**src/rtl/rf_pkg.sv**
```systemverilog
// Shared types and default sizes for the parametrised register file.
package rf_pkg;

    typedef enum logic [1:0] {IDLE, CLEAR, DONE} rf_clr_state_t;

    localparam int RF_DATA_W_DEF = 4;
    localparam int RF_DEPTH_DEF  = 8;

endpackage

```
**src/rtl/rf_clear_seq.sv**
```systemverilog
// Run-time clear sequencer: walks every entry once, one per cycle, and
// pulses clr_done in the cycle after the last entry has been zeroed.
module rf_clear_seq
    import rf_pkg::*;
#(
    parameter int  DEPTH  = RF_DEPTH_DEF,
    localparam int ADDR_W = $clog2(DEPTH)
) (
    input  logic              clk,
    input  logic              rst_n,
    input  logic              clr_req,
    output logic              busy,
    output logic              clr_done,
    output logic              clr_we,
    output logic [ADDR_W-1:0] clr_addr
);

    // One spare counter bit lets the terminal index be compared directly.
    localparam logic [ADDR_W:0] LAST_IDX = (ADDR_W + 1)'(DEPTH - 1);

    rf_clr_state_t   state_reg;
    logic [ADDR_W:0] count_reg;
    logic            busy_reg;
    logic            done_reg;

    always_ff @(posedge clk or negedge rst_n) begin
        if (!rst_n) begin
            state_reg <= IDLE;
            count_reg <= '0;
            busy_reg  <= 1'b0;
            done_reg  <= 1'b0;
        end else begin
            done_reg <= 1'b0;
            case (state_reg)
                IDLE: begin
                    if (clr_req) begin
                        state_reg <= CLEAR;
                        count_reg <= '0;
                        busy_reg  <= 1'b1;
                    end
                end
                CLEAR: begin
                    count_reg <= count_reg + 1'b1;
                    if (count_reg == LAST_IDX) begin
                        state_reg <= DONE;
                        busy_reg  <= 1'b0;
                        done_reg  <= 1'b1;
                    end
                end
                DONE: begin
                    state_reg <= IDLE;
                end
                default: begin
                    state_reg <= IDLE;
                    busy_reg  <= 1'b0;
                end
            endcase
        end
    end

    assign busy     = busy_reg;
    assign clr_done = done_reg;
    assign clr_we   = busy_reg;
    assign clr_addr = count_reg[ADDR_W-1:0];

endmodule

```
**src/rtl/param_register_file.sv**
```systemverilog
// Parametrised 2-read / 1-write register file with optional write bypass,
// optional hardwired-zero entry 0 and a run-time clear sequencer.
module param_register_file
    import rf_pkg::*;
#(
    parameter int  DATA_W   = RF_DATA_W_DEF,
    parameter int  DEPTH    = RF_DEPTH_DEF,
    parameter int  BYPASS   = 1,
    parameter int  ZERO_REG = 0,
    localparam int ADDR_W   = $clog2(DEPTH)
) (
    input  logic              clk,
    input  logic              rst_n,
    input  logic [ADDR_W-1:0] RF_add1,
    input  logic [ADDR_W-1:0] RF_add2,
    output logic [DATA_W-1:0] RF_d1,
    output logic [DATA_W-1:0] RF_d2,
    input  logic              RF_we,
    input  logic [ADDR_W-1:0] RF_wa,
    input  logic [DATA_W-1:0] RF_wd,
    output logic              RF_wr_ok,
    input  logic              clr_req,
    output logic              busy,
    output logic              clr_done
);

    logic              clr_we;
    logic [ADDR_W-1:0] clr_addr;
    logic              zero_block;
    logic              wr_en;
    logic [ADDR_W-1:0] wr_addr;
    logic [DATA_W-1:0] wr_data;
    logic [DATA_W-1:0] mem [DEPTH];
    logic [ADDR_W-1:0] rd_addr [2];

    rf_clear_seq #(
        .DEPTH(DEPTH)
    ) u_clear_seq (
        .clk      (clk),
        .rst_n    (rst_n),
        .clr_req  (clr_req),
        .busy     (busy),
        .clr_done (clr_done),
        .clr_we   (clr_we),
        .clr_addr (clr_addr)
    );

    assign zero_block = (ZERO_REG != 0) && (RF_wa == '0);
    assign RF_wr_ok   = RF_we & ~busy & ~zero_block;

    // The clear sequencer owns the write port while it runs.
    always_comb begin
        wr_en   = clr_we | RF_wr_ok;
        wr_addr = RF_wa;
        wr_data = RF_wd;
        if (clr_we) begin
            wr_addr = clr_addr;
            wr_data = '0;
        end
    end

    genvar gi;
    generate
        for (gi = 0; gi < DEPTH; gi++) begin : g_entry
            logic [DATA_W-1:0] entry_reg;

            always_ff @(posedge clk or negedge rst_n) begin
                if (!rst_n) begin
                    entry_reg <= '0;
                end else if (wr_en && (wr_addr == ADDR_W'(gi))) begin
                    entry_reg <= wr_data;
                end
            end

            assign mem[gi] = entry_reg;
        end
    endgenerate

    assign rd_addr[0] = RF_add1;
    assign rd_addr[1] = RF_add2;

    generate
        for (gi = 0; gi < 2; gi++) begin : g_rd
            logic [DATA_W-1:0] rd_val;

            // Priority: reset / hardwired zero, then bypass, then stored data.
            always_comb begin
                rd_val = mem[rd_addr[gi]];
                if ((BYPASS != 0) && RF_wr_ok && (rd_addr[gi] == RF_wa)) begin
                    rd_val = RF_wd;
                end
                if (!rst_n || ((ZERO_REG != 0) && (rd_addr[gi] == '0))) begin
                    rd_val = '0;
                end
            end
        end
    endgenerate

    assign RF_d1 = g_rd[0].rd_val;
    assign RF_d2 = g_rd[1].rd_val;

endmodule

```
**config.mk**
```make
export PLATFORM = sky130hd
export DESIGN_NAME = param_register_file
export DESIGN_NICKNAME = d
export VERILOG_FILES = /design/src/rtl/rf_pkg.sv /design/src/rtl/rf_clear_seq.sv /design/src/rtl/param_register_file.sv
export SDC_FILE = /design/constraint.sdc
export NUM_CORES = 1
export LEC_CHECK = 0
export CORE_AREA = 5 5 90 92
export CTS_CLUSTER_SIZE = 20
export DETAILED_ROUTE_END_ITERATION = 16
export DIE_AREA = 0 0 95 97
export HOLD_SLACK_MARGIN = 0.03
export PLACE_DENSITY = 0.62
export SYNTH_ARGS = -nofsm -noshare
export SYNTH_HDL_FRONTEND = slang
export SYNTH_SLANG_ARGS = --single-unit
```
**constraint.sdc**
```tcl
create_clock -name clk -period 6.8 [get_ports clk]
set_clock_uncertainty 0.1 [all_clocks]
set_input_delay 2.04 -clock clk [delete_from_list [all_inputs] [get_ports clk]]
set_output_delay 2.04 -clock clk [all_outputs]
set_load 0.02 [all_outputs]
```
==> results of run 1 <==
==> per-stage QoR <==
stage / hold WS (ns) / cell area [µm²]
after floorplan: 0.370 / 2390
after global placement: 0.385 / 2780
after detailed placement: 0.396 / 2780
after CTS: 0.414 / 2910
after global routing: 0.430 / 2910
final: 0.410 / 2910
==> synthesized netlist by cell type, drive strengths merged (2+ instances only) <==
cell type	count	area [µm²]
a21oi	10	53.8
a22o	4	35.0
a22oi	2	28.8
buf	4	26.3
clkbuf	6	25.0
dfrtp	40	1000
inv	3	11.3
mux2	33	372
mux2i	8	80.1
mux4	16	360
nand2	7	28.8
nand2b	3	18.8
nand3	3	15.0
nand4	2	12.5
nor2	7	47.5
nor2b	6	45.0
nor3	3	15.0
o21ai	11	55.1
xnor2	6	52.6
==> logic make-up (layout without fill, tap and decap cells) <==
group,count (synthesis),count (layout),share of synthesized area
fa+ha+maj,1,1,0.00524
flops,40,40,0.420
buf+inv,13,46,0.0262
xor+xnor,6,6,0.0220
compound gates,35,35,0.110
mux,57,57,0.340
simple gates,31,31,0.0766
==> final cells by class <==
class,count,area (µm²)
timing repair buffer,35,325
clock buffer,6,82.6
inverter,3,11.3
multi-input combinational,130,1320
fill,705,4230
tap,99,124
clock inverter,2,38.8
sequential,40,1000
==> worst paths after layout <==
check                                                    start                              endpoint  slack, ns  cells after the start
max reg2reg                       u_clear_seq.busy$_DFFE_PN0P_   g_entry[3].entry_reg[2]$_DFFE_PN0P_       4.65                      4
max in group asynchronous                                rst_n  u_clear_seq.count_reg[0]$_DFFE_PN0P_       4.30                      2
min reg2reg                g_entry[6].entry_reg[1]$_DFFE_PN0P_   g_entry[6].entry_reg[1]$_DFFE_PN0P_       0.41                      1
min                        g_entry[6].entry_reg[1]$_DFFE_PN0P_   g_entry[6].entry_reg[1]$_DFFE_PN0P_       0.41                      1
max                                                 RF_add1[2]                              RF_d1[2]       0.54                      6
min in group asynchronous                                rst_n   g_entry[1].entry_reg[2]$_DFFE_PN0P_       1.57                      1
==> where the power goes <==
group          switching [mW]  leakage, nW  internal, mW
logic                   0.209        0.662         0.262
registers               0.111        0.507         0.346
clock network          0.0855       0.0614         0.120
total                   0.406         1.23         0.729
==> routing by layer <==
metal / up-vias / global-route usage / wire (µm)
met5: - / 0 / 0
met4: 0 / 0.0477 / 114
met3: 9 / 0.0248 / 195
met2: 28 / 0.195 / 2460
met1: 796 / 0.170 / 2530
li1: 759 / - / -
==> flow_metrics.py, run 1 <==
metrics = {
    "status": {
        "status": "complete, no violations",
    },
    "setup_path": {
        "path_class": "in2out",
        "cp_max_fo": 8,
        "cp_top_family": "buffers and inverters",
        "worstPathRequired_ns": 4.66,
        "startpoint_type": "input port",
        "worst_path_largest_cell_delay_ns": 0.71,
        "crit_path_cell_trace": "clkdlybuf4s50_1 > xnor2_1 > nand4_1 > o21ai_0 > a21oi_1 > clkdlybuf4s50_1",
        "critPathArrivalTime_ns": 4.12,
        "cpMostUsedCell": "clkdlybuf4s50_1",
        "critPathSlowestCell": "clkdlybuf4s50_1",
        "crit_buf_inv": 2,
        "crit_path_end_kind": "output port",
    },
    "clock_tree": {
        "cts_root_buffer": "clkbuf_8",
        "htreeDepth": 2,
        "clock_latency_ns": 0.29,
        "tritoncts": "done",
        "cts_sinks": 40,
        "clk_pin_slew_worst_paths_ns": 0.07,
        "ctsHoldBuffers": 0,
        "ctsLongestPathBuffers": 2,
        "postCtsSetupRepairBufs": 0,
        "ctsResizeCount": 0,
        "cts_buffers": 5,
    },
    "floorplan": {
        "rows": 31,
        "die_area_um2": 9220,
        "core-area_um2": 7140,
        "io_pins": 28,
        "die_y_um": 97,
        "start_util": 0.334,
        "die_width_um": 95,
    },
    "finish": {
        "layout_common_cells": "dfrtp_1, mux2_1, clkdlybuf4s50_1",
        "final_core_util": 0.407,
        "nNetsFinal": 233,
        "mostFrequentLayoutCell": "dfrtp_1",
        "area_delta_synth_final_pct": 21.8,
        "layout-drive-gt1-share": 0.208,
        "stdcell_count": 315,
        "largest_reg_flops": 32,
        "antenna_cells": 0,
    },
    "sta": {
        "slew_viol_final": 0,
        "setup_ws_ns": 0.541,
        "setup_viol": 0,
        "fin_setup_tns_ns": 0,
        "grt_setup_unrepaired": "no",
        "relSlewSlack": 0.528,
        "tightest_slew_ns": 0.707,
        "max_freq_ghz": 0.160,
        "period_needed_ns": 6.26,
        "hold_viol": 0,
        "period_share": 0.920,
    },
    "synthesis": {
        "yosysSeqAreaShare": 0.420,
        "async_flop_share": 1.00,
        "synthDistinctLibCells": 38,
        "yosys_most_used_dff": "dfrtp_1",
        "syn_inst": 183,
        "syn_nets": 201,
        "synth-edff-count": 0,
        "syn-cell-area_um2": 2390,
        "syn_area_per_cell_um2": 13.0,
        "yosys_warnings": 0,
        "yosys_register_bits": 40,
    },
    "grt": {
        "grt.total_usage": 0.125,
        "grt_max_degree": 29,
        "overflow": 0,
        "antenna_found_initial": 0,
        "grt_pass1_vias": 1730,
        "grt_pass1_wl_mm": 8.90,
    },
    "placement": {
        "port_buffers": 27,
        "place_inst": 307,
        "post-dp-hpwl_mm": 4.08,
        "post-place-ws_ns": 0.516,
        "gp_congestion": 0.778,
    },
    "routing": {
        "antenna_left": 0,
        "vias": 1592,
        "routed_via_density": 5.05,
        "drt_iter0_markers": 56,
        "drc": 0,
        "dr.pass1.iters": 4,
        "drt_wl_total_mm": 5.30,
        "wl_per_cell_um": 16.8,
    },
    "flow_run": {
        "max-cap-violations": 0,
    },
    "power_and_ir_drop": {
        "power_density_nw_per_um2": 391,
        "max-vdd-ir-drop_mv": 0.123,
        "p_total_mw": 1.13,
        "power_leakage_nw": 1.23,
    },
    "hold_path": {
        "worst_hold_path_type": "reg2reg",
    },
}
No activity file was read; power rests on OpenSTA's default activity.
==> run 2, diff against run 1 <==
Settings changed: ABC_CLOCK_PERIOD_IN_PS set to 6800.
==> results of run 2 <==
Same layout as run 1: the final DEF is identical, and so are final timing and power.
==> run 3, diff against run 2 <==
Settings changed: SKIP_LAST_GASP set to 1.
==> results of run 3 <==
Same layout as run 1: the final DEF is identical, and so are final timing and power.
==> variant, RTL diff (config.mk and constraints of run 2) <==
Set the parameter `ZERO_REG` to 1 (it was 0).
--- a/src/rtl/param_register_file.sv
+++ b/src/rtl/param_register_file.sv
@@ -8,3 +8,3 @@
     parameter int  BYPASS   = 1,
-    parameter int  ZERO_REG = 0,
+    parameter int  ZERO_REG = 1,
     localparam int ADDR_W   = $clog2(DEPTH)
Behaviour: not the same (a bounded check fails within 4 cycles, from zero or initial values and one cycle with rst_n low).
==> variant against run 2 <==
  * Setup slack worse by 170 ps
  * Final area is 0.39% lower
  * Synthesized area is 1.0% higher
  * Sequential cell count stayed put
  * Total power is 6.8% lower
  * Routed wire length is 4.3% higher
  * Count of clock-buffer cells in the layout is 1 lower
  * Hold slack better by 7.1 ps
  * Critical path type unchanged
  * Largest cell class unchanged
==> variant: results (changes against run 2) <==
clock_network:
  postCtsSetupRepairBufs: 0  # unchanged
  clock_latency_ps: 290  # about the same
  cts.path.max_buffers: 2  # unchanged
  htreeDepth: 2  # unchanged
  clock_tree_root_buffer_cell: "sky130_fd_sc_hd__clkbuf_8"
  cts.repair.resized: 0  # unchanged
pwr:
  cellLeakagePower_nw: 1.27  # +3.2%
  vdd_ir_drop_max_mv: 0.0982  # -20%
final_layout:
  n_fill_cell: 710  # +0.71%
  largest_reg_flops: 32  # unchanged
  post_route_cells_drive_above_1_share_pct: 26.5  # +5.7 points
  nets: 236  # +1.3%
  final-instance-count-excl-fill: 318  # +0.95%
  antennaDiodeCount: 0  # unchanged
drt:
  vias: 1655  # +4.0%
  number_of_design_rule_violations_left_by_the_first_detailed_router_iteration: 94  # +68%
  wl_met1_mm: 2.68  # +6.0%
  drt_pass1_iterations: 4  # unchanged
  detailed_route_wire_length_per_cell_um: 17.4  # +3.3%
  met2WireLength_mm: 2.43  # -1.3%
  maxUsedRoutingLayer: "met4"
  sum_of_met3_wire_segment_lengths_after_detailed_routing_um: 366  # +88%
global_route:
  grt_pass1_vias: 1713  # -0.98%
  grt_pass1_wl_mm: 9.14  # +2.7%
  groute.layer.met2.usage_pct: 18.7  # -0.87 points
  grt_most_used_layer: "met1"
  antenna_found_initial: 0  # unchanged
  grt_util_met1_pct: 19.2  # +2.2 points
  overall_routing_resource_usage_pct: 13.0  # +0.43 points
  grt_max_degree: 30  # +3.4%
  global_route.usage.met3_pct: 3.80  # +1.3 points
placement:
  place.gp.congestion: 0.841  # +8.0%
  place_inst: 310  # +0.98%
  post_detail_place_hpwl_mm: 4.26  # +4.5%
synth:
  synth_area_per_cell_um2: 12.8  # -1.6%
  synthesis.nets: 206  # +2.5%
  synth_top_cells_by_count: "sky130_fd_sc_hd__dfrtp_1 (40), sky130_fd_sc_hd__mux2_2 (17), sky130_fd_sc_hd__mux4_2 (16)"
  yosys_warnings: 0  # unchanged
  synth.top_cells.by_area: "sky130_fd_sc_hd__dfrtp_1 (42%), sky130_fd_sc_hd__mux4_2 (15%), sky130_fd_sc_hd__mux2_2 (7.9%)"
  synth_seq_area_share_pct: 41.5  # -0.44 points
  synth_cell_type_count: 37  # -2.6%
  async_reset_ff_share_pct: 100  # unchanged
worst_setup_path:
  cp_slowest_cell: "sky130_fd_sc_hd__clkdlybuf4s50_1"
  setup.worst_path.start: "RF_add2[1]"
  crit_path_max_fanout: 10  # +2
  critical-path-max-stage-delay_ps: 760  # +50 ps
  crit-reg2reg-launch: "u_clear_seq.busy$_DFFE_PN0P_"
sta:
  slew_headroom_pct: 64.2  # +11 points
min_path:
  worst_hold_path_type: "flop to flop"
  hold_path.startpoint: "g_entry[1].entry_reg[0]$_DFFE_PN0P_"
outcome:
  run_status: "finished clean"
-- variant: worst paths after layout --
path,to,slack (ps),depth (start not counted)
worst max-delay path,RF_d2[1],370,6
worst min-delay path,g_entry[1].entry_reg[0]$_DFFE_PN0P_,420,1
worst max register to register,g_entry[5].entry_reg[1]$_DFFE_PN0P_,4780,4
worst min register to register,g_entry[1].entry_reg[0]$_DFFE_PN0P_,420,1
max in group asynchronous,g_entry[2].entry_reg[2]$_DFFE_PN0P_,4360,2
min in group asynchronous,g_entry[4].entry_reg[2]$_DFFE_PN0P_,1540,1
-- variant: cell families (layout without fill, tap and decap cells) --
kind of cell / after synthesis / count (layout) / share of synthesized area (%)
xor+xnor: 6 / 6 / 2.18
fa+ha+maj: 1 / 1 / 0.519
compound gates: 34 / 34 / 10.8
buf+inv: 15 / 46 / 3.53
flops: 40 / 40 / 41.5
mux: 53 / 53 / 31.8
simple gates: 39 / 39 / 9.60
-- variant: report_power, final --
group / internal (W) / switching [W]
clock: 0.000109 / 0.0000830
sequential: 0.000334 / 0.0000974
combinational: 0.000247 / 0.000188
total: 0.000689 / 0.000368
-- variant: layout make-up --
type	instances	area (um2)	share of cell area, %
inverters	4	15.0	0.519
multi-input cells	133	1330	45.8
repair buffers	34	318	11.0
clock inverters	3	42.5	1.47
well taps	99	124	4.28
flip-flops and latches	40	1000	34.6
clock buffers	5	68.8	2.38
-- variant: critical path: cells and delay by family --
kind                   cells  cell delay [ps]
buffers and inverters      2             1300
AND/OR/NAND/NOR            2              520
XOR/XNOR                   1              170
AO/OA/AOI/OAI              1              250
-- variant: through the flow --
step	area [um2]	setup WS, ps
finish	2890	372
global route	2890	301
CTS	2890	383
detailed placement	2780	389
global placement	2780	387
floorplan	2410	1540
